[config.mk]
export PLATFORM = sky130hd
export DESIGN_NAME = key_entry_decoder_flat
export DESIGN_NICKNAME = d
export VERILOG_FILES = /design/src/rtl/key_entry_decoder_if.sv /design/src/rtl/key_entry_decoder.sv /design/src/flat_wrapper.sv
export SDC_FILE = /design/constraint.sdc
export NUM_CORES = 1
export LEC_CHECK = 0
export CORE_MARGIN = 8
export CORE_UTILIZATION = 40
export DETAILED_ROUTE_END_ITERATION = 16
export GPL_ROUTABILITY_DRIVEN = 0
export GPL_TIMING_DRIVEN = 0
export PLACE_DENSITY = 0.72
export SKIP_LAST_GASP = 1
export SLEW_MARGIN = 15
export SYNTH_ARGS = -nofsm -noshare
export SYNTH_HDL_FRONTEND = slang
export SYNTH_SLANG_ARGS = --single-unit
[constraint.sdc]
create_clock -name clk -period 3.6 [get_ports clk]
set_clock_uncertainty 0.05 [all_clocks]
set_input_delay 1.08 -clock clk [delete_from_list [all_inputs] [get_ports clk]]
set_output_delay 1.08 -clock clk [all_outputs]
set_load 0.005 [all_outputs]
[src/rtl/key_entry_decoder_if.sv]
// Downstream handshake for confirmed item codes: code_out is offered with
// code_valid and accepted on any clk edge where code_ready is also high.
interface key_entry_decoder_if #(
  parameter int DIGITS = 4
);
  logic [2*DIGITS-1:0] code_out;
  logic                code_valid;
  logic                code_ready;

  modport master (output code_out, output code_valid, input code_ready);
  modport slave  (input code_out, input code_valid, output code_ready);
endinterface

[src/rtl/key_entry_decoder.sv]
// Edge-detects entry/command keys, assembles a base-4 item code and offers
// the confirmed code downstream, holding it until the handshake completes.
module key_entry_decoder #(
  parameter int DIGITS = 4
) (
  input  logic                clk,
  input  logic                rst_n,
  input  logic [3:0]          KEY_Reg,
  input  logic [3:0]          CMD_Reg,
  output logic [2*DIGITS-1:0] entry_code,
  output logic [2:0]          digit_count,
  output logic                err_pulse,
  key_entry_decoder_if.master bus
);
  localparam int W = 2 * DIGITS;

  typedef enum logic [1:0] {IDLE, ENTRY, HOLD} state_t;

  state_t       state;
  logic [3:0]   key_prev, cmd_prev;
  logic [3:0]   kpress, cpress;
  logic         key_one, full;
  logic [1:0]   key_val;
  logic [W-1:0] appended;

  always_comb begin
    kpress   = KEY_Reg & ~key_prev;
    cpress   = CMD_Reg & ~cmd_prev;
    key_one  = (kpress == 4'b0001) || (kpress == 4'b0010) ||
               (kpress == 4'b0100) || (kpress == 4'b1000);
    key_val  = 2'd0;
    case (kpress)
      4'b0010: key_val = 2'd1;
      4'b0100: key_val = 2'd2;
      4'b1000: key_val = 2'd3;
      default: key_val = 2'd0;
    endcase
    // Truncating cast keeps this legal for DIGITS=1, where no old digit survives.
    appended = W'({entry_code, key_val});
    full     = (digit_count == 3'(DIGITS));
  end

  always_ff @(posedge clk or negedge rst_n) begin
    if (!rst_n) begin
      state          <= IDLE;
      key_prev       <= '0;
      cmd_prev       <= '0;
      entry_code     <= '0;
      digit_count    <= '0;
      bus.code_out   <= '0;
      bus.code_valid <= 1'b0;
      err_pulse      <= 1'b0;
    end else begin
      key_prev  <= KEY_Reg;
      cmd_prev  <= CMD_Reg;
      err_pulse <= 1'b0;
      case (state)
        HOLD: begin
          // Any press other than cancel is rejected, even on the handshake edge.
          if ((cpress != '0 && !cpress[3]) || (cpress == '0 && kpress != '0))
            err_pulse <= 1'b1;
          if (bus.code_ready || cpress[3]) begin
            bus.code_valid <= 1'b0;
            entry_code     <= '0;
            digit_count    <= '0;
            state          <= IDLE;
          end
        end
        IDLE, ENTRY: begin
          if (cpress[3] || cpress[2]) begin
            entry_code  <= '0;
            digit_count <= '0;
            state       <= IDLE;
          end else if (cpress[1]) begin
            if (state == ENTRY) begin
              entry_code  <= entry_code >> 2;
              digit_count <= digit_count - 3'd1;
              if (digit_count == 3'd1) state <= IDLE;
            end
          end else if (cpress[0]) begin
            if (state == ENTRY) begin
              bus.code_out   <= entry_code;
              bus.code_valid <= 1'b1;
              state          <= HOLD;
            end else begin
              err_pulse <= 1'b1;
            end
          end else if (kpress != '0) begin
            if (!key_one || full) begin
              err_pulse <= 1'b1;
            end else begin
              entry_code  <= appended;
              digit_count <= digit_count + 3'd1;
              state       <= ENTRY;
            end
          end
        end
        default: state <= IDLE;
      endcase
    end
  end
endmodule

[src/flat_wrapper.sv]
// flat-port wrapper written by rule: the top's interface ports become plain ports
module key_entry_decoder_flat 
#(
  parameter int DIGITS = 4
)
  (clk, rst_n, KEY_Reg, CMD_Reg, entry_code, digit_count, err_pulse, bus_code_out, bus_code_valid, bus_code_ready);
  key_entry_decoder_if #(.DIGITS(DIGITS)) bus_i ();
  input  logic clk;
  input  logic rst_n;
  input  logic [3:0] KEY_Reg;
  input  logic [3:0] CMD_Reg;
  output logic [2*DIGITS-1:0] entry_code;
  output logic [2:0] digit_count;
  output logic err_pulse;
  output wire logic [$bits(bus_i.code_out)-1:0] bus_code_out;
  output wire logic [$bits(bus_i.code_valid)-1:0] bus_code_valid;
  input wire logic [$bits(bus_i.code_ready)-1:0] bus_code_ready;
  assign bus_code_out = bus_i.code_out;
  assign bus_code_valid = bus_i.code_valid;
  assign bus_i.code_ready = bus_code_ready;
  key_entry_decoder #(.DIGITS(DIGITS)) u_core (.clk(clk), .rst_n(rst_n), .KEY_Reg(KEY_Reg), .CMD_Reg(CMD_Reg), .entry_code(entry_code), .digit_count(digit_count), .err_pulse(err_pulse), .bus(bus_i));
endmodule
==> results by group, run 1 <==
Floorplanning
  – Die X: between 70 and 80 um
  – I/O pin count: 32
  – Rows: 22
  – Starting Density: between 40% and 50%
  – Die Ht: 78.23 um
  – Core Box Area: approximately 3700 um^2
  – Die area: roughly 6100 um^2

GRT
  – Number of antenna violations at the first check in global routing: 0
  – GRT overflow: 0
  – GR Util All Layers: 11.31%
  – First-pass GRT wire length: between 5 and 6 mm
  – Pin count of the biggest net entering global routing: 32
  – Vias in the first global route: around 1,200

Finish
  – Area of the multi-input gates: between 700 and 800 um^2
  – Final instance area: slightly above 2000 um^2
  – Layout cells sized above 1: between 20% and 30%
  – Fill cells: 343
  – Final net count: ~180
  – FF+latch area: just under 800 um^2
  – Synth-to-Final Area Change: 32.15%
  – Diode count: 0

Yosys
  – Top cells by area, synth: dfrtp_1 50%, mux2_2 5.8%, mux2i_1 4.5%, o2bb2ai_1 4.0%, ha_1 3.2%
  – Synth cell types: 43
  – Mapped Avg Cell Area: between 10 and 15 um^2
  – Yosys top cell area share: ~50%
  – Syn Nets: 143
  – Commonest cells post-synth: 31 x dfrtp_1, 9 x a21oi_1, 8 x mux2_2
  – Most common cell in the netlist: dfrtp_1
  – Synth Cell Area: approximately 1500 um^2
  – Post-synth EDFFs: 0
  – Post-Synthesis Cells: between 100 and 150
  – Async SR Flop Fraction: between 90% and 100%
  – Area leader, netlist: dfrtp_1
  – Sequential element share of the synthesized area: between 50% and 60%
  – Synth Warn #: 0
  – Prevailing post-synth register cell: dfrtp_1
  – #FFs+latches synth: 31

Power and ir drop
  – Sw frac: 23.46%
  – Cell Pwr Density: approximately 480 nW/um^2
  – Clock network fraction of design power: between 40% and 50%
  – Int Pwr: 0.7473 mW
  – Leak: slightly above 0.9 nW
  – Sw power: 0.2290 mW
  – Combinational fraction of design power: 18.6%
  – VDD IR-drop max: between 0.2 and 0.25 mV
  – Sequential share of power: 40.1%

Detailed routing
  – Wire per inst: about 15 um
  – Via count: approximately 1,100
  – Post-route ant nets: 0
  – 1st-iter DRT viols: 56
  – Vias per cell: between 5 and 6
  – Drt drc: 0
  – Pre-antenna DRT Iters: 2
  – Drt total wl: approximately 3.2 mm

Worst setup path
  – Crit Path Max Fanout: 10
  – CP Data Arrival Time: around 2900 ps
  – Critical path endpoint category: flop
  – Crit start category: primary input
  – Critical path class: in -> reg
  – Reg2Reg Depth: 5
  – Crit path required time: between 3000 and 4000 ps

STA
  – FMAX: 358.7 MHz
  – Worst-margin pin slew: slightly below 700 ps
  – Hold_ws: around 460 ps
  – Slew margin rel.: 54.45%
  – Fin crit share: between 70% and 80%
  – Final hold vios: 0
  – Min Tclk post-route: ~2800 ps
  – Final Slew Violations: 0
  – Setup violators final: 0
  – Setup TNS: 0 ps
  – Unrepaired setup endpoints after global routing: false

CTS
  – Cts hold-fix bufs: 0
  – Clock Root Buffer: clkbuf_8
  – CTS tree: built
  – Clock Path Buffers: 2
  – # resized after CTS: 0
  – H-tree depth: 2
  – Post-CTS Setup Inserts: 0
  – CTS buffer count: 5
  – Clock net sink count: 31
  – Worst-Skew Late Latency: ~280 ps
  – CTS clk-pin slew, worst paths: 70 ps

Place
  – Dpl cell area: 1914 um^2
  – Hpwl dp: 2.361 mm
  – PortBufs: 31

Outcome
  – Status: complete, no violations

Hold path
  – Hold crit path type: reg -> reg
  – Hold path depth: 1

Job
  – MaxCap Viol Count: 0
## cell type report
| type | count | share of cell area (%) |
|---|---|---|
| inverter | 6 | 1.100 |
| clock inverter | 2 | 2.934 |
| timing repair buffer | 31 | 14.91 |
| buffer | 4 | 2.139 |
| tap | 48 | 2.934 |
| clock buffer | 6 | 3.545 |
| sequential | 31 | 37.90 |
| multi-input combinational | 87 | 34.54 |
## final timing paths
kind                                          endpoint              startpoint  slack [ps]
worst min register to register  u_core.bus.code_out[2]  u_core.bus.code_out[2]         460
min in group asynchronous           u_core.key_prev[3]                   rst_n         780
max in group asynchronous        u_core.digit_count[2]                   rst_n        2270
worst max-delay path            u_core.bus.code_out[3]              CMD_Reg[3]         810
worst max register to register  u_core.bus.code_out[3]      u_core.cmd_prev[1]        1770
worst min-delay path            u_core.bus.code_out[2]  u_core.bus.code_out[2]         460
## stage by stage
step                      worst slack [ps]  power [mW]  util [%]  std cells
final                                811.8      0.9764     55.50        215
after global routing                 708.4       1.023     55.50        215
after CTS                            819.2      0.9885     55.50        215
after detailed placement             523.5      0.5821     51.90        207
after global placement               567.0      0.5770     52.04        207
after floorplan                       1146      0.5040         -        128
## cells in the final DEF (no fill, tap or decap), drive strengths merged, types with 6 or more instances in the layout
cell	instances
dfrtp	31
o2bb2ai	7
clkdlybuf4s50	30
mux2	8
nand2	7
nor2b	6
a21oi	10
mux2i	7
inv	6
clkbuf	7
## state kept, by name, indices dropped and copies added (netlist names)
signal,flops
u_core.state,2
u_core.bus.code_out,8
u_core.digit_count,3
u_core.key_prev,4
u_core.entry_code,8
u_core.err_pulse,1
u_core.bus.code_valid,1
u_core.cmd_prev,4
## power groups by stage
stage / sequential, mW / clock (mW) / combinational (mW)
2_1_floorplan: 0.397 / 0 / 0.107
3_3_place_gp: 0.397 / 0 / 0.180
3_5_place_dp: 0.398 / 0 / 0.184
4_1_cts: 0.392 / 0.412 / 0.185
5_1_grt: 0.395 / 0.425 / 0.203
6_report: 0.391 / 0.404 / 0.182
## metal layers
metal | routed length [um] | share of wire [%] | global-route usage, % | up-vias
li1 | - | - | - | 532
met1 | 1426 | 45 | 13.08 | 534
met2 | 1436 | 45 | 17.15 | 27
met3 | 292 | 9.1 | 6.150 | 7
met4 | 46 | 1.4 | 4.444 | 0
met5 | 0 | 0 | 0 | -
## cells by family after synthesis
logic type      Yosys count  share of synthesized area, %
mux                      15                         10.34
simple gates             36                         15.67
xor+xnor                  4                         2.747
fa+ha+maj                 5                         3.877
buf+inv                  10                         4.281
compound gates           27                         13.01
flops                    31                         50.08
## worst max-delay path, cell delays in order
cell and delay [ps]:
clkdlybuf4s50_1 420, nor2b_1 170, a21oi_2 170, nand2b_1 130, nor2_2 270, nand3_2 310, mux2_2 360
(Power assumes the default switching activity.)
==> inputs of run 2 (changes only) <==
PLACE_DENSITY = 0.74   (was 0.72)
clock period = 2.4 ns   (was 3.6 ns; I/O delays follow)
==> results by group, run 2 (synthesis results as in run 1) <==
Outcome
  – Status: complete, no violations

Finish
  – Final Util: 55.66%
  – Synth-to-Final Area Change: 32.55%
  – Biggest regs: u_core.bus.code_out: 8 flops, u_core.entry_code: 8 flops
  – Most common cell after layout, fill and taps aside: dfrtp_1
  – Final net count: between 150 and 200
  – Diode count: 0
  – Most frequent cells in the layout: 31 x dfrtp_1, 30 x clkdlybuf4s50_1, 9 x a21oi_1
  – Layout cells sized above 1: ~21%

Floorplanning
  – I/O pin count: 32
  – Die area: 6120 um^2
  – Rows: 22
  – Starting Density: between 40% and 50%
  – Die X: ~78 um
  – Die Ht: ~78 um
  – Core Box Area: 3689 um^2

CTS
  – CTS buffer count: 5
  – Clock Path Buffers: 2
  – Cts hold-fix bufs: 0
  – Clock net sink count: 31
  – CTS clk-pin slew, worst paths: roughly 60 ps
  – H-tree depth: 2
  – Worst-Skew Late Latency: around 280 ps
  – CTS tree: built
  – Clock Root Buffer: clkbuf_8

STA
  – Setup violators final: 0
  – Unrepaired setup endpoints after global routing: false
  – Slew margin rel.: approximately 55%
  – Final Slew Violations: 0
  – Worst-margin pin slew: around 670 ps
  – Fin crit share: slightly below 100%
  – Final hold vios: 0
  – FMAX: 430.6 MHz
  – Hold_ws: between 400 and 500 ps
  – Min Tclk post-route: 2322 ps

GRT
  – Pin count of the biggest net entering global routing: 32
  – First-pass GRT wire length: approximately 5.4 mm
  – Vias in the first global route: about 1,100
  – GRT overflow: 0
  – GR Util All Layers: between 10% and 20%
  – Number of antenna violations at the first check in global routing: 0

Power and ir drop
  – Sw frac: about 28%
  – Sw power: around 0.35 mW
  – Combinational fraction of design power: 23.6%
  – Cell Pwr Density: about 620 nW/um^2
  – Clock network fraction of design power: a little under a third
  – Sequential share of power: between 40% and 50%
  – Int Pwr: 0.9241 mW
  – Overall power: between 1 and 1.5 mW
  – Leak: roughly 0.9 nW
  – VDD IR-drop max: 0.4513 mV

Worst setup path
  – CP Data Arrival Time: ~2500 ps
  – Crit path required time: 2560 ps
  – Crit start category: primary input
  – Critical path endpoint category: flop
  – Critical path class: in -> reg
  – Crit Path Max Fanout: 10

Detailed routing
  – Via count: 1,104
  – Drt drc: 0
  – Vias per cell: 5.111
  – Drt total wl: 3.318 mm
  – 1st-iter DRT viols: slightly above 70
  – Post-route ant nets: 0
  – Wire per inst: around 15 um
  – Pre-antenna DRT Iters: 4

Place
  – PortBufs: 31
  – Hpwl dp: between 2 and 2.5 mm

Job
  – MaxCap Viol Count: 0

Hold path
  – Hold crit path type: in -> async
[run 2: path summary, 6_finish.rpt]
kind                       depth (start not counted)                   start                      to  slack (ps)
setup / recovery                                   8              KEY_Reg[2]    u_core.entry_code[6]          80
hold / removal                                     1                   rst_n      u_core.key_prev[2]         420
setup reg to reg                                   7   u_core.digit_count[0]   u_core.digit_count[2]         540
hold reg to reg                                    1  u_core.bus.code_out[2]  u_core.bus.code_out[2]         460
max in group asynchronous                          1                   rst_n  u_core.bus.code_out[0]        1440
min in group clk                                   1  u_core.bus.code_out[2]  u_core.bus.code_out[2]         460
[run 2: layout make-up]
cell class / instances / area [um^2]
Buffer: 4 / 47.55
Tap cell: 48 / 60.06
Inverter: 6 / 22.52
Clock buffer: 7 / 76.32
Multi-Input combinational cell: 87 / 753.2
Fill cell: 346 / 1635
Clock inverter: 1 / 5.005
Sequential cell: 31 / 775.7
Timing Repair Buffer: 32 / 312.8
[run 2: power by group through the flow]
stage	Clock [mW]	Combinational, mW	Sequential, mW
2_1_floorplan	0	0.161	0.595
3_3_place_gp	0	0.270	0.595
3_5_place_dp	0	0.275	0.597
4_1_cts	0.404	0.279	0.588
5_1_grt	0.423	0.331	0.593
6_report	0.389	0.302	0.587
[run 2: timing repair]
action / in CTS / in global routing
setup endpoints to repair: 8 / 15
setup buffers: 0 / 1
gates resized for setup: 1 / 5
pin swaps: 0 / 2
cloned: 0 / 0
[run 2: critical path, stage by stage]
cell and delay (ps):
clkdlybuf4s50_1 480, nor2b_4 250, xnor2_4 160, a2bb2oi_4 200
a2bb2oi_4 190, a21o_1 150, buf_6 140, mux2i_1 180
[run 2: metrics by stage]
step           std cells  area [um^2]  setup WS (ps)  setup TNS [ps]
2_1_floorplan        128         1549          305.7               0
3_3_place_gp         207         1919         -269.5           -4198
3_5_place_dp         207         1914         -341.2           -5033
4_1_cts              215         2003          41.78               0
5_1_grt              216         2053          14.23               0
6_report             216         2053          77.72               0
[run 2: layer usage]
metal	up-vias	GRT usage [%]	routed length, um
met1	534	12.22	1451
met4	0	4.259	46
met3	7	6.378	323
met2	32	16.49	1496
met5	-	0	0
li1	531	-	-
==> inputs of run 3 (changes only) <==
GPL_ROUTABILITY_DRIVEN = not set   (was 0)
PLACE_DENSITY = not set   (was 0.74)
PLACE_DENSITY_LB_ADDON = 0.3   (was not set)
==> results by group, run 3 (synthesis results as in run 1) <==
Power and ir drop
  – Cell Pwr Density: roughly 650 nW/um^2
  – Int Pwr: around 1 mW
  – Clock network fraction of design power: about a third
  – Sequential share of power: between 40% and 50%
  – Combinational fraction of design power: between 20% and 30%
  – Sw power: between 0.3 and 0.4 mW
  – Sw frac: a little over a quarter
  – Leak: between 0.9 and 1 nW
  – VDD IR-drop max: between 0.4 and 0.5 mV

Floorplanning
  – Core Box Area: approximately 3700 um^2
  – Rows: 22
  – Die area: just over 6000 um^2
  – Starting Density: a little over two fifths
  – Die X: 78.23 um
  – I/O pin count: 32
  – Die Ht: about 78 um

CTS
  – Worst-Skew Late Latency: 280 ps
  – Clock net sink count: 31
  – CTS buffer count: 5
  – Clock Root Buffer: clkbuf_8
  – H-tree depth: 2
  – CTS clk-pin slew, worst paths: roughly 70 ps
  – Clock Path Buffers: 2
  – CTS tree: built

STA
  – Final hold vios: 0
  – FMAX: roughly 430 MHz
  – Min Tclk post-route: 2316 ps
  – Final Slew Violations: 0
  – Worst-margin pin slew: between 700 and 800 ps
  – Fin crit share: a little over nine tenths
  – Slew margin rel.: around 51%
  – Unrepaired setup endpoints after global routing: true
  – Setup violators final: 0

Worst setup path
  – Crit path required time: between 2000 and 3000 ps
  – CP Data Arrival Time: ~2500 ps
  – Max incr delay on CP: 470 ps
  – Top delay family on crit path: buffers and inverters
  – Most frequent CP cell: a2bb2oi_4
  – Critical path class: in -> reg
  – Critical path endpoint category: flop
  – Worst path slowest cell: clkdlybuf4s50_1
  – Crit start category: primary input
  – Crit Path Max Fanout: 5
  – WP buf/inv: 2
  – Critical path cell sequence: clkdlybuf4s50_1 > nor2b_4 > xnor2_2 > a2bb2oi_4 > a2bb2oi_4 > a21o_1 > buf_6 > mux2i_1

Finish
  – Final net count: ~190
  – Biggest regs: u_core.bus.code_out: 8 flops, u_core.entry_code: 8 flops
  – Most frequent cells in the layout: 31 x dfrtp_1, 29 x clkdlybuf4s50_1, 9 x a21oi_1
  – Diode count: 0
  – Post-Layout Cell Count: around 220
  – Layout cells sized above 1: between 20% and 30%
  – Fill cells: 327
  – Final instance area: ~2100 um^2
  – Most common cell after layout, fill and taps aside: dfrtp_1
  – Synth-to-Final Area Change: 34.81%

Hold path
  – Hold crit path type: in -> async

Detailed routing
  – Post-route ant nets: 0
  – 1st-iter DRT viols: 48
  – Drt drc: 0
  – Via count: between 1,000 and 1,500
  – Pre-antenna DRT Iters: 4
  – Vias per cell: 5.192
  – Drt total wl: roughly 3.6 mm
  – Wire per inst: 16.42 um

Place
  – Post-Place Cells: 207
  – PortBufs: 31
  – Dpl cell area: ~1900 um^2
  – Hpwl dp: about 2.4 mm
  – Placer Congestion: 0.8121

GRT
  – GRT overflow: 0
  – Vias in the first global route: 1,238
  – Number of antenna violations at the first check in global routing: 0
  – Pin count of the biggest net entering global routing: 32
  – GR Util All Layers: 11.98%
  – First-pass GRT wire length: between 5 and 6 mm

Outcome
  – Status: complete, no violations

Job
  – MaxCap Viol Count: 0
[run 3: path summary, 6_finish.rpt]
| path | startpoint | to | slack [ps] | cells after the start |
|---|---|---|---|---|
| max in group asynchronous | rst_n | u_core.cmd_prev[2] | 1390 | 1 |
| min reg2reg | u_core.bus.code_out[0] | u_core.bus.code_out[0] | 460 | 1 |
| max | KEY_Reg[2] | u_core.entry_code[6] | 80 | 8 |
| min in group clk | u_core.bus.code_out[0] | u_core.bus.code_out[0] | 460 | 1 |
| max reg2reg | u_core.digit_count[0] | u_core.digit_count[2] | 550 | 7 |
| min | rst_n | u_core.key_prev[2] | 440 | 1 |
[run 3: layout make-up]
class	instances	area (um^2)	area share (%)
flip-flops and latches	31	775.7	37.15
inverters	6	22.52	1.078
plain buffers	4	47.55	2.277
repair buffers	35	335.3	16.06
clock buffers	8	100.1	4.793
multi-input cells	87	747.0	35.77
well taps	48	60.06	2.876
[run 3: stage by stage]
step	setup TNS, ps	hold WS (ps)	total power, mW	setup WS, ps	utilization (%)
global placement	-4653	436.4	0.8649	-284.5	52.04
CTS	0	460.2	1.337	19.94	54.82
global route	-27.14	476.0	1.418	-16.97	56.61
detailed placement	-5171	447.5	0.8745	-336.1	51.90
floorplan	0	374.4	0.7559	305.7	-
finish	0	443.9	1.350	83.98	56.61
[run 3: power groups by stage]
stage / Clock [mW] / Sequential, mW / Combinational, mW
after CTS: 0.467 / 0.588 / 0.282
after global placement: 0 / 0.595 / 0.270
after floorplan: 0 / 0.595 / 0.161
after detailed placement: 0 / 0.598 / 0.277
after global routing: 0.486 / 0.592 / 0.340
final: 0.455 / 0.587 / 0.307
[run 3: per-layer routing]
metal / vias up / part of all wire [%] / global-route usage [%]
li1: 536 / - / -
met1: 560 / 41 / 13.08
met2: 35 / 49 / 18.89
met3: 6 / 8.6 / 6.720
met4: 0 / 1.3 / 4.815
met5: - / 0 / 0
[run 3: what timing repair did]
| action | CTS | global route |
|---|---|---|
| gates resized for setup | 1 | 6 |
| endpoints found under the setup margin | 8 | 18 |
| pin swaps | 0 | 4 |
| cloned | 0 | 1 |
| buffers inserted | 0 | 3 |
| hold buffers | 0 | 0 |
